$ cat config.mk
export PLATFORM = sky130hd
export DESIGN_NAME = pio_event_sequencer_flat
export DESIGN_NICKNAME = d
export VERILOG_FILES = /design/src/rtl/pio_event_sequencer_if.sv /design/src/rtl/pio_event_sequencer.sv /design/src/flat_wrapper.sv
export SDC_FILE = /design/constraint.sdc
export NUM_CORES = 1
export LEC_CHECK = 0
export CAP_MARGIN = 0
export CELL_PAD_IN_SITES_DETAIL_PLACEMENT = 1
export CELL_PAD_IN_SITES_GLOBAL_PLACEMENT = 1
export CORE_AREA = 2 2 142 144
export DETAILED_ROUTE_END_ITERATION = 12
export DIE_AREA = 0 0 144 146
export GPL_TIMING_DRIVEN = 0
export PLACE_DENSITY = 0.72
export SKIP_CTS_REPAIR_TIMING = 1
export SLEW_MARGIN = 25
export SYNTH_ARGS = -nofsm -noshare
export SYNTH_HDL_FRONTEND = slang
export SYNTH_SLANG_ARGS = --single-unit
$ cat constraint.sdc
create_clock -name clk -period 2.5 [get_ports clk]
set_input_delay 0.25 -clock clk [delete_from_list [all_inputs] [get_ports clk]]
set_output_delay 0.25 -clock clk [all_outputs]
set_load 0.02 [all_outputs]
$ cat src/rtl/pio_event_sequencer_if.sv
// Bus and event-stream signals of the PIO event sequencer: Avalon-MM master
// toward the edge-capture PIO plus the first-word-fall-through event output.
interface pio_event_sequencer_if #(
  parameter int DATA_W     = 18,
  parameter int FIFO_DEPTH = 4
);
  localparam int CNT_W = $clog2(FIFO_DEPTH + 1);

  logic [1:0]        avm_address;
  logic              avm_chipselect;
  logic              avm_write_n;
  logic [31:0]       avm_writedata;
  logic [31:0]       avm_readdata;

  logic              evt_valid;
  logic              evt_ready;
  logic [DATA_W-1:0] evt_edges;
  logic [DATA_W-1:0] evt_level;
  logic [CNT_W-1:0]  evt_count;

  modport master (
    output avm_address, avm_chipselect, avm_write_n, avm_writedata,
    input  avm_readdata,
    output evt_valid, evt_edges, evt_level, evt_count,
    input  evt_ready
  );

  modport slave (
    input  avm_address, avm_chipselect, avm_write_n, avm_writedata,
    output avm_readdata,
    input  evt_valid, evt_edges, evt_level, evt_count,
    output evt_ready
  );
endinterface

$ cat src/rtl/pio_event_sequencer.sv
// Services edge-capture PIO interrupts: reads and clears the capture register,
// samples the input level and queues {edges, level} events in a small FIFO.
module pio_event_sequencer #(
  parameter int                DATA_W     = 18,
  parameter int                FIFO_DEPTH = 4,
  parameter logic [DATA_W-1:0] IRQ_MASK   = 18'h3FFFF
) (
  input  logic clk,
  input  logic reset,
  input  logic enable,
  input  logic pio_irq,
  output logic overflow,
  input  logic overflow_clr,
  pio_event_sequencer_if.master bus
);
  localparam int CNT_W = $clog2(FIFO_DEPTH + 1);
  localparam int PTR_W = $clog2(FIFO_DEPTH);

  typedef enum logic [2:0] {
    INIT, IDLE, RD_CAP, CAP_WAIT, CLR, RD_LVL, LVL_WAIT, PUSH
  } state_t;

  state_t            state;
  logic [DATA_W-1:0] cap_q;
  logic [DATA_W-1:0] lvl_q;

  logic [DATA_W-1:0] mem_edges [FIFO_DEPTH];
  logic [DATA_W-1:0] mem_level [FIFO_DEPTH];
  logic [PTR_W-1:0]  wr_ptr;
  logic [PTR_W-1:0]  rd_ptr;
  logic [CNT_W-1:0]  count;

  logic pop, full, has_event, push, drop;

  // NOTE: sequential state uses non-blocking assignments so every register
  // samples pre-edge values regardless of block evaluation order.
  always_ff @(posedge clk) begin
    if (reset) begin
      state <= INIT;
      cap_q <= '0;
      lvl_q <= '0;
    end else begin
      unique case (state)
        INIT:     state <= IDLE;
        IDLE:     if (enable && pio_irq) state <= RD_CAP;
        RD_CAP:   state <= CAP_WAIT;
        CAP_WAIT: begin
          cap_q <= bus.avm_readdata[DATA_W-1:0];
          state <= CLR;
        end
        CLR:      state <= RD_LVL;
        RD_LVL:   state <= LVL_WAIT;
        LVL_WAIT: begin
          lvl_q <= bus.avm_readdata[DATA_W-1:0];
          state <= PUSH;
        end
        PUSH:     state <= IDLE;
        default:  state <= INIT;
      endcase
    end
  end

  // Bus strobes are a pure decode of the state register, held idle during reset
  // so the mask write appears in the first cycle after reset is released.
  // NOTE: every output of this always_comb gets a default first, so no latch
  // can be inferred for states that leave a field untouched.
  always_comb begin
    bus.avm_chipselect = 1'b0;
    bus.avm_write_n    = 1'b1;
    bus.avm_address    = 2'd0;
    bus.avm_writedata  = 32'd0;
    if (!reset) begin
      unique case (state)
        INIT: begin
          bus.avm_chipselect = 1'b1;
          bus.avm_write_n    = 1'b0;
          bus.avm_address    = 2'd2;
          bus.avm_writedata  = 32'(IRQ_MASK);
        end
        RD_CAP: begin
          bus.avm_chipselect = 1'b1;
          bus.avm_address    = 2'd3;
        end
        CLR: begin
          bus.avm_chipselect = 1'b1;
          bus.avm_write_n    = 1'b0;
          bus.avm_address    = 2'd3;
        end
        RD_LVL: bus.avm_chipselect = 1'b1;
        default: ;
      endcase
    end
  end

  assign pop       = bus.evt_valid && bus.evt_ready;
  assign full      = (count == CNT_W'(FIFO_DEPTH));
  assign has_event = (state == PUSH) && (cap_q != '0);
  assign push      = has_event && (!full || pop);
  assign drop      = has_event && !push;

  always_ff @(posedge clk) begin
    if (reset) begin
      wr_ptr   <= '0;
      rd_ptr   <= '0;
      count    <= '0;
      overflow <= 1'b0;
    end else begin
      if (push) wr_ptr <= wr_ptr + 1'b1;
      if (pop)  rd_ptr <= rd_ptr + 1'b1;
      unique case ({push, pop})
        2'b10:   count <= count + 1'b1;
        2'b01:   count <= count - 1'b1;
        default: ;
      endcase
      if (drop)              overflow <= 1'b1;
      else if (overflow_clr) overflow <= 1'b0;
    end
  end

  // NOTE: storage has no reset; the empty FIFO masks the head to zero instead.
  always_ff @(posedge clk) begin
    if (push) begin
      mem_edges[wr_ptr] <= cap_q;
      mem_level[wr_ptr] <= lvl_q;
    end
  end

  assign bus.evt_valid = (count != '0);
  assign bus.evt_count = count;
  assign bus.evt_edges = bus.evt_valid ? mem_edges[rd_ptr] : '0;
  assign bus.evt_level = bus.evt_valid ? mem_level[rd_ptr] : '0;

  if (DATA_W < 32) begin : g_readdata_upper
    logic unused_readdata;
    assign unused_readdata = ^bus.avm_readdata[31:DATA_W];
  end
endmodule

$ cat src/flat_wrapper.sv
// flat-port wrapper written by rule: the top's interface ports become plain ports
module pio_event_sequencer_flat 
#(
  parameter int                DATA_W     = 18,
  parameter int                FIFO_DEPTH = 4,
  parameter logic [DATA_W-1:0] IRQ_MASK   = 18'h3FFFF
)
  (clk, reset, enable, pio_irq, overflow, overflow_clr, bus_avm_address, bus_avm_chipselect, bus_avm_write_n, bus_avm_writedata, bus_avm_readdata, bus_evt_valid, bus_evt_edges, bus_evt_level, bus_evt_count, bus_evt_ready);
  pio_event_sequencer_if #(.DATA_W(DATA_W), .FIFO_DEPTH(FIFO_DEPTH)) bus_i ();
  input  logic clk;
  input  logic reset;
  input  logic enable;
  input  logic pio_irq;
  output logic overflow;
  input  logic overflow_clr;
  output wire logic [$bits(bus_i.avm_address)-1:0] bus_avm_address;
  output wire logic [$bits(bus_i.avm_chipselect)-1:0] bus_avm_chipselect;
  output wire logic [$bits(bus_i.avm_write_n)-1:0] bus_avm_write_n;
  output wire logic [$bits(bus_i.avm_writedata)-1:0] bus_avm_writedata;
  input wire logic [$bits(bus_i.avm_readdata)-1:0] bus_avm_readdata;
  output wire logic [$bits(bus_i.evt_valid)-1:0] bus_evt_valid;
  output wire logic [$bits(bus_i.evt_edges)-1:0] bus_evt_edges;
  output wire logic [$bits(bus_i.evt_level)-1:0] bus_evt_level;
  output wire logic [$bits(bus_i.evt_count)-1:0] bus_evt_count;
  input wire logic [$bits(bus_i.evt_ready)-1:0] bus_evt_ready;
  assign bus_avm_address = bus_i.avm_address;
  assign bus_avm_chipselect = bus_i.avm_chipselect;
  assign bus_avm_write_n = bus_i.avm_write_n;
  assign bus_avm_writedata = bus_i.avm_writedata;
  assign bus_i.avm_readdata = bus_avm_readdata;
  assign bus_evt_valid = bus_i.evt_valid;
  assign bus_evt_edges = bus_i.evt_edges;
  assign bus_evt_level = bus_i.evt_level;
  assign bus_evt_count = bus_i.evt_count;
  assign bus_i.evt_ready = bus_evt_ready;
  pio_event_sequencer #(.DATA_W(DATA_W), .FIFO_DEPTH(FIFO_DEPTH), .IRQ_MASK(IRQ_MASK)) u_core (.clk(clk), .reset(reset), .enable(enable), .pio_irq(pio_irq), .overflow(overflow), .overflow_clr(overflow_clr), .bus(bus_i));
endmodule
==> key figures <==
Run status
  – Status: finished clean

Placement
  – DPL Wire Length: around 12,000 microns
  – Final Wtd Congestion: 0.785
  – Place WS: -290 ps
  – I/O Buffers: 85
  – Placed Cells incl. Taps: 871
  – Placement-stage cell area: between 8000 and 9000 sq um

Detailed routing
  – Routed vias: between 4,000 and 5,000
  – 1st-iter DRT viols: 256
  – Antenna Nets Post-Route: 0
  – Aggregate routed wire length: 17,800 microns
  – Avg WL per Cell: around 20 microns
  – DRC viols: 0
  – Vias/cell: roughly 4.9
  – Detailed Routing Iterations Pass 1: 4

Clocking
  – CTS Sinks: 193
  – Longest Clk Path Bufs: 2
  – Root buffer cell: clkbuf_16
  – H-Tree Depth: 4
  – CTS tree: done
  – Clock transition at the registers of the reported paths: 60 ps
  – Total CTS buffers: 17
  – Latest clock arrival within the worst-skew pair: 430 ps

Setup path
  – Crit-path max FO: 6
  – CP Launch Type: flip-flop
  – Worst EP required: 2860 ps
  – Worst setup path category: reg -> reg
  – CP Data Arrival Time: 2760 ps
  – Critical Path End Type: flip-flop

Floorplanning
  – IO Count: about 120
  – Die Y: 146 microns
  – Die ar.: 21,000 sq um
  – Die width: 144 microns
  – # rows: 51
  – Initial Util: 0.396
  – Core box area: 19,300 sq um

Job
  – Max_cap viols: 0

Logic synthesis
  – Leading area contributor after synthesis: edfxtp_1
  – Compound-gate portion of the synthesized area: 0.0319
  – Largest cells by area after synthesis: edfxtp_1 57%, dfxtp_1 13%, mux4_2 11%
  – Xor and xnor fraction of the mapped netlist area: 0.00458
  – Post-synth top cells: 144 x edfxtp_1, 79 x nand2_1, 49 x dfxtp_1, 42 x a21oi_1, 38 x and2_1
  – Most frequent cell after synthesis: edfxtp_1
  – Largest family of logic cells by synthesized area: multiplexers
  – Avg Cell Area, Syn: about 15 sq um
  – Ys async rst share: 0
  – Synth warnings: 0
  – Adder-cell share of the synthesized area: 0.0108
  – Post-synthesis sequential area ratio: 0.694
  – Post-synthesis simple-gate area fraction: 0.0988
  – Synth Register Bits: around 190
  – Most used DFF post-synth: edfxtp_1
  – Netlist cell types: 33
  – Post-Synthesis Cells: just over 500
  – EDFF count, synth: 144
  – Post-synthesis mux area share: 0.109
  – Post-Syn Area: around 7600 sq um
  – Synth top area share: 0.565

GRT
  – Largest net degree at the start of global routing: 37
  – GRT busiest layer: met2
  – Vias in the first global route: 4,947
  – Global route overflow: 0
  – Antenna violations before repair: 0
  – GRT met3 Usage: 0.0375
  – Grt met1 use: 0.222
  – Met2 usage: 0.300
  – First-pass GRT wire length: 27,400 microns
  – Tot GR Track Use: 0.176

Timing
  – Final Cycle Share: 0.962
  – Clock skew: 5.58 ps
  – Final setup violation count: 0
  – Post-route setup slack: approximately 95 ps
  – Final Hold Fails: 0
  – Slew margin rel.: 0.307
  – Hold_ws: between 300 and 400 ps
  – Final setup TNS: 0 ps
  – Max Slew Vio Count: 0
  – Tmin final: 2400 ps
  – Worst-margin pin slew: 1040 ps
  – Fmax: between 400 and 500 MHz

Finish
  – Non-Filler Instances: slightly above 900
  – Layout cells sized above 1: 0.223
  – Ant. Diodes: 0
  – Layout net count: 671
  – Fin area: 9690 sq um
  – Area Growth Syn to Fin: 26.7%
  – Post-layout util: 0.501

Power and ir drop
  – Total power: 6.37 mW
  – Lkg Pwr: 3.88 nW
  – VDD IR max: 0.000436 V
  – Power density over the cells: 658 nW/um^2

Hold path
  – Worst hold path class: in -> reg
-- per-layer routing --
layer / wire length [microns] / share of wire
met1: 7470 / 0.42
met2: 9070 / 0.51
met3: 949 / 0.053
met5: 0 / 0
met4: 259 / 0.015
-- path summary, 6_finish.rpt --
| check | from | endpoint | slack, ps | depth (start not counted) |
|---|---|---|---|---|
| worst max-delay path | u_core.cap_q[3] | u_core.bus.evt_count[2] | 100 | 10 |
| worst min-delay path | reset | u_core.wr_ptr[0] | 370 | 3 |
| worst max register to register | u_core.cap_q[3] | u_core.bus.evt_count[2] | 100 | 10 |
| worst min register to register | u_core.cap_q[14] | u_core.cap_q[14] | 500 | 2 |
-- where the power goes --
part	total [mW]	internal, mW	leakage (nW)	switching (mW)
logic	0.309	0.153	1.88	0.156
clock network	2.64	1.52	0.274	1.12
registers	3.42	3.41	1.73	0.0123
total	6.37	5.08	3.88	1.29
-- registers in the layout (all words and copies together), names as in the netlist, named ones only --
signal,count
u_core.lvl_q,18
u_core.cap_q,18
u_core.bus.evt_count,3
u_core.mem_edges,72
u_core.state,3
u_core.wr_ptr,2
u_core.rd_ptr,2
u_core.overflow,1
u_core.mem_level,72
-- worst max-delay path: stages, from the launching register on --
cell     delay (ps)
dfxtp_2         370
nor4_2          310
nand3_2         160
o211a_4         270
inv_1            60
ha_2            190
inv_1            60
fa_2            330
xor2_1          160
or3_1           300
a21oi_1         140
-- placed cells by master, fill, tap and decap left out, types with 4 or more instances in the layout --
| master | count |
|---|---|
| edfxtp_1 | 144 |
| a21oi_1 | 42 |
| clkdlybuf4s50_1 | 49 |
| buf_4 | 34 |
| nand2_1 | 79 |
| and2_1 | 38 |
| buf_2 | 12 |
| dfxtp_1 | 41 |
| dfxtp_2 | 7 |
| nor2_1 | 12 |
| inv_1 | 7 |
| conb_1 | 14 |
| clkbuf_16 | 17 |
| ha_1 | 4 |
| dlymetal6s2s_1 | 36 |
| mux4_2 | 36 |
| clkbuf_1 | 10 |
-- cells by family (layout without fill, tap and decap cells) --
group,Yosys count,count (layout)
xor+xnor,4,4
buf+inv,64,183
fa+ha+maj,6,6
mux,38,38
compound gates,46,46
other cells,1,14
flops,193,193
simple gates,156,156
-- cell type report --
| type | instances | area [sq um] |
|---|---|---|
| Fill cell | 1910 | 9640 |
| Sequential cell | 193 | 5320 |
| Multi-Input combinational cell | 264 | 2080 |
| Timing Repair Buffer | 88 | 976 |
| Clock buffer | 22 | 464 |
| Buffer | 56 | 388 |
| Tap cell | 265 | 332 |
| Clock inverter | 10 | 110 |
| Inverter | 7 | 26.3 |
Power figures use the tool's default switching activity.
